===== src/rtl/opl3_fpga_axi_regs.sv =====
// AXI4-Lite slave holding the four 32-bit OPL3 host registers.
// Exports register contents and a one-cycle commit pulse per register to the core.
module opl3_fpga_axi_regs #(
   parameter int C_S_AXI_DATA_WIDTH = 32,
   parameter int C_S_AXI_ADDR_WIDTH = 4
) (
   input  logic                            S_AXI_ACLK,
   input  logic                            S_AXI_ARESETN,
   input  logic [C_S_AXI_ADDR_WIDTH-1:0]   S_AXI_AWADDR,
   input  logic [2:0]                      S_AXI_AWPROT,
   input  logic                            S_AXI_AWVALID,
   output logic                            S_AXI_AWREADY,
   input  logic [C_S_AXI_DATA_WIDTH-1:0]   S_AXI_WDATA,
   input  logic [C_S_AXI_DATA_WIDTH/8-1:0] S_AXI_WSTRB,
   input  logic                            S_AXI_WVALID,
   output logic                            S_AXI_WREADY,
   output logic [1:0]                      S_AXI_BRESP,
   output logic                            S_AXI_BVALID,
   input  logic                            S_AXI_BREADY,
   input  logic [C_S_AXI_ADDR_WIDTH-1:0]   S_AXI_ARADDR,
   input  logic [2:0]                      S_AXI_ARPROT,
   input  logic                            S_AXI_ARVALID,
   output logic                            S_AXI_ARREADY,
   output logic [C_S_AXI_DATA_WIDTH-1:0]   S_AXI_RDATA,
   output logic [1:0]                      S_AXI_RRESP,
   output logic                            S_AXI_RVALID,
   input  logic                            S_AXI_RREADY,
   output logic [C_S_AXI_DATA_WIDTH-1:0]   slv_reg0,
   output logic [C_S_AXI_DATA_WIDTH-1:0]   slv_reg1,
   output logic [C_S_AXI_DATA_WIDTH-1:0]   slv_reg2,
   output logic [C_S_AXI_DATA_WIDTH-1:0]   slv_reg3,
   output logic [3:0]                      reg_wr_pulse
);

   localparam int STRB_W = C_S_AXI_DATA_WIDTH / 8;

   logic [C_S_AXI_DATA_WIDTH-1:0] regs [4];
   logic                          aw_full;
   logic                          w_full;
   logic [1:0]                    aw_sel;
   logic [C_S_AXI_DATA_WIDTH-1:0] w_data;
   logic [STRB_W-1:0]             w_strb;

   logic       aw_hs, w_hs, b_hs, ar_hs, r_hs;
   logic       aw_full_nx, w_full_nx, bvalid_nx, rvalid_nx, commit_set;
   logic [1:0] aw_sel_nx;

   logic unused_inputs;
   assign unused_inputs = ^{S_AXI_AWPROT, S_AXI_ARPROT, S_AXI_AWADDR[1:0], S_AXI_ARADDR[1:0]};

   assign S_AXI_BRESP = 2'b00;
   assign S_AXI_RRESP = 2'b00;
   assign slv_reg0    = regs[0];
   assign slv_reg1    = regs[1];
   assign slv_reg2    = regs[2];
   assign slv_reg3    = regs[3];

   // NOTE: every always_comb output is assigned on every path, so no latch is inferred;
   // combinational logic uses blocking '=', the flops below use non-blocking '<='.
   always_comb begin
      aw_hs      = S_AXI_AWVALID && S_AXI_AWREADY;
      w_hs       = S_AXI_WVALID  && S_AXI_WREADY;
      b_hs       = S_AXI_BVALID  && S_AXI_BREADY;
      ar_hs      = S_AXI_ARVALID && S_AXI_ARREADY;
      r_hs       = S_AXI_RVALID  && S_AXI_RREADY;
      aw_full_nx = (aw_full && !b_hs) || aw_hs;
      w_full_nx  = (w_full  && !b_hs) || w_hs;
      aw_sel_nx  = aw_hs ? S_AXI_AWADDR[3:2] : aw_sel;
      // Both halves present and no response outstanding: pulse and BVALID go out next cycle.
      commit_set = aw_full_nx && w_full_nx && !S_AXI_BVALID;
      bvalid_nx  = commit_set || (S_AXI_BVALID && !b_hs);
      rvalid_nx  = ar_hs || (S_AXI_RVALID && !r_hs);
   end

   always_ff @(posedge S_AXI_ACLK or negedge S_AXI_ARESETN) begin
      if (!S_AXI_ARESETN) begin
         aw_full       <= 1'b0;
         w_full        <= 1'b0;
         aw_sel        <= '0;
         w_data        <= '0;
         w_strb        <= '0;
         S_AXI_AWREADY <= 1'b0;
         S_AXI_WREADY  <= 1'b0;
         S_AXI_BVALID  <= 1'b0;
         S_AXI_ARREADY <= 1'b0;
         S_AXI_RVALID  <= 1'b0;
         S_AXI_RDATA   <= '0;
         reg_wr_pulse  <= '0;
         // NOTE: the register array is small and its contents are architecturally
         // visible after reset, so it is cleared here rather than left unreset.
         for (int r = 0; r < 4; r++) regs[r] <= '0;
      end else begin
         aw_full       <= aw_full_nx;
         w_full        <= w_full_nx;
         aw_sel        <= aw_sel_nx;
         if (w_hs) begin
            w_data <= S_AXI_WDATA;
            w_strb <= S_AXI_WSTRB;
         end
         S_AXI_BVALID  <= bvalid_nx;
         S_AXI_AWREADY <= !aw_full_nx && !bvalid_nx;
         S_AXI_WREADY  <= !w_full_nx && !bvalid_nx;
         reg_wr_pulse  <= commit_set ? (4'b0001 << aw_sel_nx) : 4'b0000;

         // The array updates at the end of the pulse cycle, so a read accepted in
         // that same cycle still returns the pre-commit value.
         for (int r = 0; r < 4; r++) begin
            if (reg_wr_pulse[r]) begin
               for (int b = 0; b < STRB_W; b++) begin
                  if (w_strb[b]) regs[r][8*b +: 8] <= w_data[8*b +: 8];
               end
            end
         end

         S_AXI_ARREADY <= !rvalid_nx;
         S_AXI_RVALID  <= rvalid_nx;
         if (ar_hs) S_AXI_RDATA <= regs[S_AXI_ARADDR[3:2]];
      end
   end

endmodule

===== config.mk =====
export PLATFORM = sky130hd
export DESIGN_NAME = opl3_fpga_axi_regs
export DESIGN_NICKNAME = d
export VERILOG_FILES = /design/src/rtl/opl3_fpga_axi_regs.sv
export SDC_FILE = /design/constraint.sdc
export NUM_CORES = 1
export LEC_CHECK = 0
export ABC_AREA = 1
export CAP_MARGIN = 20
export CORE_MARGIN = 1
export CORE_UTILIZATION = 40
export CTS_CLUSTER_SIZE = 24
export DETAILED_ROUTE_END_ITERATION = 10
export MAX_ROUTING_LAYER = met4
export PLACE_DENSITY = 0.66
export SLEW_MARGIN = 20
export SYNTH_ARGS = -nofsm -noshare
export SYNTH_HDL_FRONTEND = slang
export SYNTH_SLANG_ARGS = --single-unit

===== constraint.sdc =====
create_clock -name S_AXI_ACLK -period 1.87 [get_ports S_AXI_ACLK]
set_input_delay 0.2805 -clock S_AXI_ACLK [delete_from_list [all_inputs] [get_ports S_AXI_ACLK]]
set_output_delay 0.2805 -clock S_AXI_ACLK [all_outputs]
set_load 0.02 [all_outputs]

==> run metrics <==
CTS Buffer Depth=3; path category of the worst min-delay check=in2async; Clk Latency, worst-skew pair=0.51 ns; routability cong.=0.805; setup TNS=0 ns; crit end category=output port; Max transition margin=0.609; layout overhead on the synthesized area=37.3%; Switching Fraction=0.379; Critical Path Source Type=register; row count=54; clock skew=0.0112 ns; drt pass-1 iters=10; buffer count from post-CTS setup fixing=0; sequential-to-total area share from yosys stat=0.575; ANT cells=0; critical path class=reg2out; Seq pwr share=0.353; logic gate share of total power=0.406; final wirelength=25,200 um; CP Buf/Inv Count=1; total track usage=0.226; post-route design area=0.0125 mm2; H-tree lvl count=1; Final nets=1,390; clock period minus worst slack=1.85 ns; vias in the first global route=7,420; Gate Count Post-Synth=1,119; GRT overflow=0; synth warn=0; CTS tree=built; Fill cells=2,040; met3 usage=0.0360; largest net degree at the start of global routing=65; depth of the most critical reg-to-reg path=2; M2 GR Usage=0.369; Static Leak=6.41 nW; core region area=0.0221 mm2; Max VDD drop=0.978 mV; Clk network pwr share=0.241; origin of the worst setup path=slv_reg3[1]$_DFFE_PN0P_; Final Non-Filler Cells=1,631; die width=153 um; Max Clock Freq=0.542 GHz; die extent in y=153 um; Final ANT Viol Nets=0; dpl cell area=0.0115 mm2; failing checks=DRC; die area=0.0234 mm2; num ports=230; dpl hpwl=17,400 um; GRT busiest layer=met2; Critical Path AT=1.57 ns; R2R Path Start=reg_wr_pulse[1]$_DFF_PN0_; port bufs=215; Power Dens Cells=1810 mW/mm2; initial antenna violation count=0; cell area after synthesis=0.00910 mm2; M1 GR Usage=0.292; status=finished, violations left; CTS clock-pin slew for the worst setup and hold paths=0.06 ns; Reg area=0.00523 mm2; Remaining DRCs=14; pre-CTS setup slack=0.235 ns; RSZ-0062 raised after global routing=false; clock buffer count from CTS=24; crit-path max cell delay=0.69 ns; Initial Utilization=0.412; switching power=8.56 mW; syn_area_per_cell=8.13 um2; Final Total Pwr=22.6 mW; crit path max fanout=3; Vias=7,760; Unique masters post-synth=16; CP max-delay cell=clkdlybuf4s50_1; final critical-path setup slack=0.0237 ns; Reg-to-Reg End=slv_reg1[22]$_DFFE_PN0P_; R2R Setup Slk=0.47 ns; DR iter-0 viols=472; setup violators final=0; first-pass GRT wire length=40,600 um; Sink Count=209; share of layout cells above drive strength 1=0.0533; placed insts=1,586; worst path cell trace=clkdlybuf4s50_1; final slew viol count=0; post-synthesis sequential element count=209; maxcap violations=0; Via density=4.76; Worst EP required=1.59 ns; final hold vios=0; clock root buffer=clkbuf_16; family with the most delay on the worst path=buffers and inverters; internal power=14.0 mW; wire length per cell=15.5 um; area of the multi-input gates=0.00292 mm2; Tcrit/Tclk final=0.987; Slew @ Worst Pin=0.585 ns
## flip-flops by register name, indices dropped and copies added, names as in the netlist, 2 cells and up
name,cells
S_AXI_RDATA,32
aw_sel,2
reg_wr_pulse,4
slv_reg0,32
slv_reg1,32
slv_reg2,32
slv_reg3,32
w_data,32
w_strb,4
## cell usage in the layout (no fill, tap or decap), drive strengths merged
cell type / synthesis / final
a21oi: 33 / 33
buf: 48 / 24
bufinv: 0 / 7
clkbuf: 5 / 33
clkdlybuf4s50: 0 / 201
clkinv: 0 / 4
clkinvlp: 0 / 1
conb: 1 / 4
dfrtp: 209 / 209
dlygate4sd2: 0 / 4
dlygate4sd3: 0 / 1
dlymetal6s2s: 0 / 7
inv: 168 / 168
mux2: 4 / 4
nand2: 416 / 416
nand3: 67 / 67
nor2: 39 / 39
o21ai: 129 / 129
## cells in the mapped netlist
master	instances	area share
nand2_1	416	0.17
dfrtp_1	209	0.57
inv_1	167	0.069
o21ai_0	129	0.071
nand3_1	67	0.037
nor2_1	39	0.016
a21oi_1	33	0.018
buf_2	31	0.017
buf_4	9	0.0074
buf_6	7	0.0087
clkbuf_1	4	0.0016
mux2_2	4	0.0050
buf_1	1	0.00041
clkbuf_8	1	0.0015
conb_1	1	0.00041
inv_2	1	0.00041
## how the worst max path moves through the flow
| stage | endpoint | depth (start not counted) | slack, ns |
|---|---|---|---|
| floorplan | w_strb[0]$_DFFE_PN0P_ | 3 | 0.66 |
| global placement | S_AXI_BVALID$_DFF_PN0_ | 5 | 0.24 |
| detailed placement | S_AXI_BVALID$_DFF_PN0_ | 5 | 0.24 |
| CTS | slv_reg3[23] | 1 | 0.008 |
| global route | slv_reg1[20] | 1 | 0.003 |
| finish | slv_reg3[1] | 1 | 0.02 |
## logic make-up (layout without fill, tap and decap cells)
group | after synthesis | count (layout) | share of synthesized area
and+or+nand+nor | 522 | 522 | 0.225
buffers and inverters | 221 | 450 | 0.106
DFF | 209 | 209 | 0.575
AOI/OAI and AO/OA | 162 | 162 | 0.0891
muxes | 4 | 4 | 0.00495
other | 1 | 4 | 0.000412
## area by class of cell
| class | count | area share |
|---|---|---|
| Sequential cell | 209 | 0.419 |
| Multi-Input combinational cell | 692 | 0.234 |
| Timing Repair Buffer | 238 | 0.194 |
| Clock buffer | 32 | 0.0554 |
| Inverter | 168 | 0.0505 |
| Tap cell | 280 | 0.0281 |
| Clock inverter | 12 | 0.0199 |
## metal layers
metal | vias to the layer above | wire (um)
met1 | 3621 | 10900
met3 | 38 | 1650
met4 | 0 | 499
met2 | 253 | 12200
li1 | 3848 | -
met5 | - | 0
## through the flow
step                      hold slack, ns   util
after floorplan                  -0.0151      -
after global placement             0.225  0.522
after detailed placement           0.228  0.522
after CTS                          0.248  0.565
after global routing               0.269  0.565
final                              0.253  0.565
## what timing repair did
| item | 4_1_cts | 5_1_grt |
|---|---|---|
| endpoints found under the setup margin | 4 | 7 |
| cloned | 0 | 0 |
| resized for setup | 4 | 7 |
| endpoints found under the hold margin | 30 | 0 |
| hold buffers | 1 | 0 |
## power groups by stage
stage	combinational (mW)	sequential, mW	clock [mW]
final	9.17	7.98	5.45
after global routing	10.1	8.23	5.75
after CTS	9.27	7.98	5.55
after detailed placement	9.23	8.03	0
after global placement	9.05	7.99	0
after floorplan	3.11	9.58	0
Note: power is estimated with default switching activity, not from simulation.
